[src/rtl/apb_slave_regfile.sv]
// rtl/apb_slave_regfile.sv - APB completer with a word register bank, programmed wait states and stall
//
// Ports:
//   PCLK, PRESETn                  clock (rising edge), asynchronous active-low reset
//   PSEL_slv_i, PENABLE_slv_i      APB select / access-phase flag
//   PWRITE_slv_i                   1 = write, 0 = read
//   PADDR_slv_i, PWDATA_slv_i      byte address and write data (sampled at the setup edge only)
//   STALL_slv_i                    freezes the wait counter and keeps PREADY low
//   PRDATA_slv_o                   read data, non-zero only while PREADY=1
//   PREADY_slv_o                   transfer completes this cycle
//   PSLVERR_slv_o                  error response for misaligned / out-of-range addresses

module apb_slave_regfile #(
    parameter int DATA_WIDTH  = 32,
    parameter int ADDR_WIDTH  = 16,
    parameter int REG_NUM     = 16,
    parameter int WAIT_CYCLES = 0
) (
    input  logic                  PCLK,
    input  logic                  PRESETn,
    input  logic                  PSEL_slv_i,
    input  logic                  PENABLE_slv_i,
    input  logic                  PWRITE_slv_i,
    input  logic [ADDR_WIDTH-1:0] PADDR_slv_i,
    input  logic [DATA_WIDTH-1:0] PWDATA_slv_i,
    input  logic                  STALL_slv_i,
    output logic [DATA_WIDTH-1:0] PRDATA_slv_o,
    output logic                  PREADY_slv_o,
    output logic                  PSLVERR_slv_o
);

    localparam int IDX_W = (REG_NUM > 1) ? $clog2(REG_NUM) : 1;
    localparam logic [7:0] WAIT_LD = 8'(WAIT_CYCLES);
    // One bit wider than the word index so REG_NUM == 2**(ADDR_WIDTH-2) does not wrap to 0.
    localparam logic [ADDR_WIDTH-2:0] REG_LIMIT = (ADDR_WIDTH-1)'(REG_NUM);

    typedef enum logic [1:0] {
        ST_IDLE,
        ST_WAIT,
        ST_READY
    } state_t;

    state_t                state, state_nxt;
    logic [7:0]            cnt, cnt_nxt;

    logic [DATA_WIDTH-1:0] regs [REG_NUM];

    logic                  lat_write;
    logic                  lat_err;
    logic [IDX_W-1:0]      lat_idx;
    logic [DATA_WIDTH-1:0] lat_wdata;

    logic                  setup;
    logic                  in_err;
    logic [IDX_W-1:0]      in_idx;
    logic                  cur_write;
    logic                  cur_err;
    logic [IDX_W-1:0]      cur_idx;
    logic                  going_ready;
    logic                  commit_wr;

    assign setup  = PSEL_slv_i && !PENABLE_slv_i;
    assign in_err = (PADDR_slv_i[1:0] != 2'b00) ||
                    ({1'b0, PADDR_slv_i[ADDR_WIDTH-1:2]} >= REG_LIMIT);
    assign in_idx = PADDR_slv_i[2 +: IDX_W];

    // A zero-wait transfer enters READY straight from IDLE, before the latches
    // hold this transfer, so the output flops must look at the live bus then.
    assign cur_write = (state == ST_IDLE) ? PWRITE_slv_i : lat_write;
    assign cur_err   = (state == ST_IDLE) ? in_err       : lat_err;
    assign cur_idx   = (state == ST_IDLE) ? in_idx       : lat_idx;

    assign going_ready = (state_nxt == ST_READY);
    assign commit_wr   = (state == ST_READY) && PSEL_slv_i && PENABLE_slv_i &&
                         lat_write && !lat_err;

    always_comb begin
        state_nxt = state;
        cnt_nxt   = cnt;
        case (state)
            ST_IDLE: begin
                if (setup) begin
                    cnt_nxt   = WAIT_LD;
                    state_nxt = (WAIT_LD == 8'd0 && !STALL_slv_i) ? ST_READY : ST_WAIT;
                end
            end
            ST_WAIT: begin
                if (!PSEL_slv_i) begin
                    state_nxt = ST_IDLE;
                end else if (!STALL_slv_i) begin
                    if (cnt <= 8'd1) begin
                        state_nxt = ST_READY;
                    end else begin
                        cnt_nxt = cnt - 8'd1;
                    end
                end
            end
            ST_READY: begin
                state_nxt = ST_IDLE;
            end
            default: begin
                state_nxt = ST_IDLE;
            end
        endcase
    end

    always_ff @(posedge PCLK or negedge PRESETn) begin
        if (!PRESETn) begin
            state <= ST_IDLE;
            cnt   <= 8'd0;
        end else begin
            state <= state_nxt;
            cnt   <= cnt_nxt;
        end
    end

    always_ff @(posedge PCLK or negedge PRESETn) begin
        if (!PRESETn) begin
            lat_write <= 1'b0;
            lat_err   <= 1'b0;
            lat_idx   <= '0;
            lat_wdata <= '0;
        end else if (state == ST_IDLE && setup) begin
            lat_write <= PWRITE_slv_i;
            lat_err   <= in_err;
            lat_idx   <= in_idx;
            lat_wdata <= PWDATA_slv_i;
        end
    end

    always_ff @(posedge PCLK or negedge PRESETn) begin
        if (!PRESETn) begin
            for (int i = 0; i < REG_NUM; i++) begin
                regs[i] <= '0;
            end
        end else if (commit_wr) begin
            regs[lat_idx] <= lat_wdata;
        end
    end

    // Response flops are loaded on the edge that enters READY, so they are
    // valid for exactly the READY cycle and cleared on the way out.
    always_ff @(posedge PCLK or negedge PRESETn) begin
        if (!PRESETn) begin
            PREADY_slv_o  <= 1'b0;
            PSLVERR_slv_o <= 1'b0;
            PRDATA_slv_o  <= '0;
        end else begin
            PREADY_slv_o  <= going_ready;
            PSLVERR_slv_o <= going_ready && cur_err;
            PRDATA_slv_o  <= (going_ready && !cur_write && !cur_err) ? regs[cur_idx] : '0;
        end
    end

endmodule

[config.mk]
export PLATFORM = sky130hd
export DESIGN_NAME = apb_slave_regfile
export DESIGN_NICKNAME = d
export VERILOG_FILES = /design/src/rtl/apb_slave_regfile.sv
export SDC_FILE = /design/constraint.sdc
export NUM_CORES = 1
export LEC_CHECK = 0
export ABC_AREA = 1
export BUFFER_PORTS_ARGS = -buffer_cell sky130_fd_sc_hd__buf_2
export CORE_ASPECT_RATIO = 0.7
export CORE_UTILIZATION = 56
export CTS_CLUSTER_SIZE = 28
export DETAILED_ROUTE_END_ITERATION = 10
export GPL_TIMING_DRIVEN = 0
export PLACE_DENSITY = 0.76
export SLEW_MARGIN = 20
export SYNTH_ARGS = -nofsm -noshare
export SYNTH_HDL_FRONTEND = slang
export SYNTH_SLANG_ARGS = --single-unit
[constraint.sdc]
create_clock -name PCLK -period 1.7 [get_ports PCLK]
set_clock_uncertainty 0.1 [all_clocks]
set_input_delay 0.255 -clock PCLK [delete_from_list [all_inputs] [get_ports PCLK]]
set_output_delay 0.255 -clock PCLK [all_outputs]
set_load 0.1 [all_outputs]
==> reports/qor.csv <==
metric,value,unit
routed vias/inst,6.12,
clk root buf,clkbuf_16,
antenna cell count,0,
# hold bufs at CTS,41,
"commonest non-fill, non-tap cell in the layout",nand2_1,
Placed Area,27800,sq um
pre-CTS setup slack,-910,ps
Final setup viols,594,
Least-Margin Pin Slew,769,ps
worst setup path category,reg2reg,
layout cells sized above 1,17.8,%
CTS H-tree depth,2,
Final Cycle Share,137,%
Iter 0 DRT Violations,3551,
Crit path required time,2140,ps
final setup margin,-625,ps
cell taking the most area after synthesis,dfrtp_1,
via count,25157,
GRT Util Overall,35.8,%
Synth-to-Final Area Change,22.7,%
Initial DRT Pass Iterations,9,
critical path capture point type,flop,
Leak,14.7,nW
Max Cap Viol,0,
fillers,3481,
largest net degree at the start of global routing,103,
Worst-path clk slew,70,ps
worst path cell trace,"nor2_4, buf_4, nand2_4, nand2_8, buf_8, buf_8, nand2_1, nand3_2, nand3_2, nand3_2, nand2_2, nor2_4",
IO Pins,88,
Final Hold Viols,125,
Post-Syn Area,26400,sq um
Die Width,261,um
worst-case reg-to-reg path depth,12,
Routed Antenna Nets,0,
Sink Count,594,
Skew-Pair Late Insertion Delay,620,ps
Routed WL,86500,um
Pins Over Slew Limit,0,
Max-slew headroom,48.8,%
RSZ-0062 raised after global routing,true,
total power,43.4,mW
"Seq/Total Area, Yosys",56.4,%
Hold WC Path Type,in2async,
Initial Util,56.8,%
WHS,-528,ps
Yosys cell types,28,
maximum fanout along the worst path,10,
die height,184,um
cells after synthesis,3221,
syn avg cell area,8.19,sq um
Peak Freq,0.430,GHz
Synth Register Bits,594,
number of global-route vias before repair,23948,
most frequent cells in the layout,"1130 x nand2_1, 593 x dfrtp_1, 540 x o21ai_0",
"Net Count, Synth",3277,
Yosys warning total,0,
failing checks,"negative hold slack, negative setup slack",
CP max stage cell,dfrtp_1,
Reg2Reg Capture Point,PRDATA_slv_o[0],
initial antenna violation count,0,
Die ar.,48000,sq um
grt total ovfl,0,
largest cells by area after synthesis,"dfrtp_1 56%, nand2_1 17%, o21ai_0 10%, nand3_1 8.0%, buf_2 1.9%",
row count,66,
worst r2r src,state[0],
design area,32300,sq um
CP Data Arrival Time,2760,ps
CTS buffer count,56,
Port Buf Inserts,87,
Register Area,14900,sq um
deepest clock path buffer count,3,
cell family with most CP delay,simple AND/OR/NAND/NOR gates,
Worst VDD drop,0.815,mV
worst reg2reg setup slack,-620,ps
"slowest stage delay, CP",440,ps
core area,46400,sq um
first-pass GRT wire length,133000,um
Pwr Density,1340,nW/um^2
CP most frequent cell,nand3_2,
CTS tree,done,
area of the multi-input gates,10900,sq um
Yosys top cell area share,56.4,%
WL per Instance,21.1,um
Final Critical Period,2320,ps
CP Buf/Inv Count,3,
DRC,0,
status,"finished, violations left",
CP startpoint kind,flop,
Final #Nets,3508,
post-DP HPWL,58200,um
Placer Congestion,0.962,
==> synth_stat cells, drive strengths merged <==
cell type and number:
o31ai 3, dfrtp 594, nor2 123, xor2 2, clkinv 1, inv 73
nand3 425, nor3 1, o21a 1, a31oi 1, ha 2, a21oi 2
nand2 1184, o21ai 560, buf 126, nand4 4, clkbuf 119
==> power breakdown <==
part           switching (mW)  internal (mW)
clock                    5.59           7.89
combinational            9.80           4.95
sequential              0.388           14.8
==> per-stage QoR <==
step	hold slack [ps]	utilization [%]	instances	setup TNS, ps
final	-528	69.7	4108	-196520
after global routing	-495	69.7	4108	-219930
after CTS	-525	67.6	4095	-155990
after detailed placement	104	59.9	3926	-239620
after global placement	361	59.6	3920	-6863780
after floorplan	-141	-	3221	0
==> what timing repair did <==
item | in CTS | in global routing
hold endpoints to repair | 167 | 125
setup endpoints to repair | 618 | 622
pin swaps | 41 | 40
gates cloned | 4 | 8
buffers inserted | 22 | 6
gates resized for setup | 285 | 217
==> routing by layer <==
| layer | vias to the layer above | track usage, % | part of all wire (%) |
|---|---|---|---|
| met5 | - | 0 | 0 |
| met4 | 0 | 14.8 | 4.8 |
| met3 | 342 | 7.54 | 11 |
| met2 | 1564 | 54.4 | 44 |
| met1 | 12282 | 50.3 | 40 |
| li1 | 10969 | - | - |
==> worst max path at each step <==
stage,start,end,slack [ps],depth (start not counted)
2_1_floorplan,state[1],PRDATA_slv_o[10],3,13
3_3_place_gp,PRESETn,regs[378],-11360,1
3_5_place_dp,state[1],PRDATA_slv_o[0],-910,10
4_1_cts,state[1],PRDATA_slv_o[12],-490,13
5_1_grt,state[0],PRDATA_slv_o[2],-630,10
6_report,state[0],PRDATA_slv_o[0],-620,12
==> sequential cells by signal (all words and copies together) (netlist names) <==
register / flops
lat_err: 1
PRDATA_slv_o: 32
PSLVERR_slv_o: 1
lat_wdata: 32
PREADY_slv_o: 1
regs: 512
lat_write: 1
cnt: 8
state: 2
lat_idx: 4
==> layout make-up <==
class	count	share of cell area, %
buffer	244	5.98
clock inverter	21	0.909
tap	612	2.37
sequential	594	46.0
timing repair buffer	174	4.90
inverter	74	0.897
multi-input combinational	2308	33.8
clock buffer	81	5.18
==> cells by family (layout without fill, tap and decap cells) <==
| family | after synthesis | count (layout) | synth area share (%) |
|---|---|---|---|
| AND/OR/NAND/NOR | 1737 | 1737 | 27.2 |
| flip-flops | 594 | 594 | 56.4 |
| AO/OA/AOI/OAI | 567 | 567 | 10.9 |
| buffers and inverters | 319 | 594 | 5.42 |
| adder cells (fa/ha/maj) | 2 | 2 | 0.0949 |
| XOR/XNOR | 2 | 2 | 0.0664 |
Note: power is estimated with default switching activity, not from simulation.
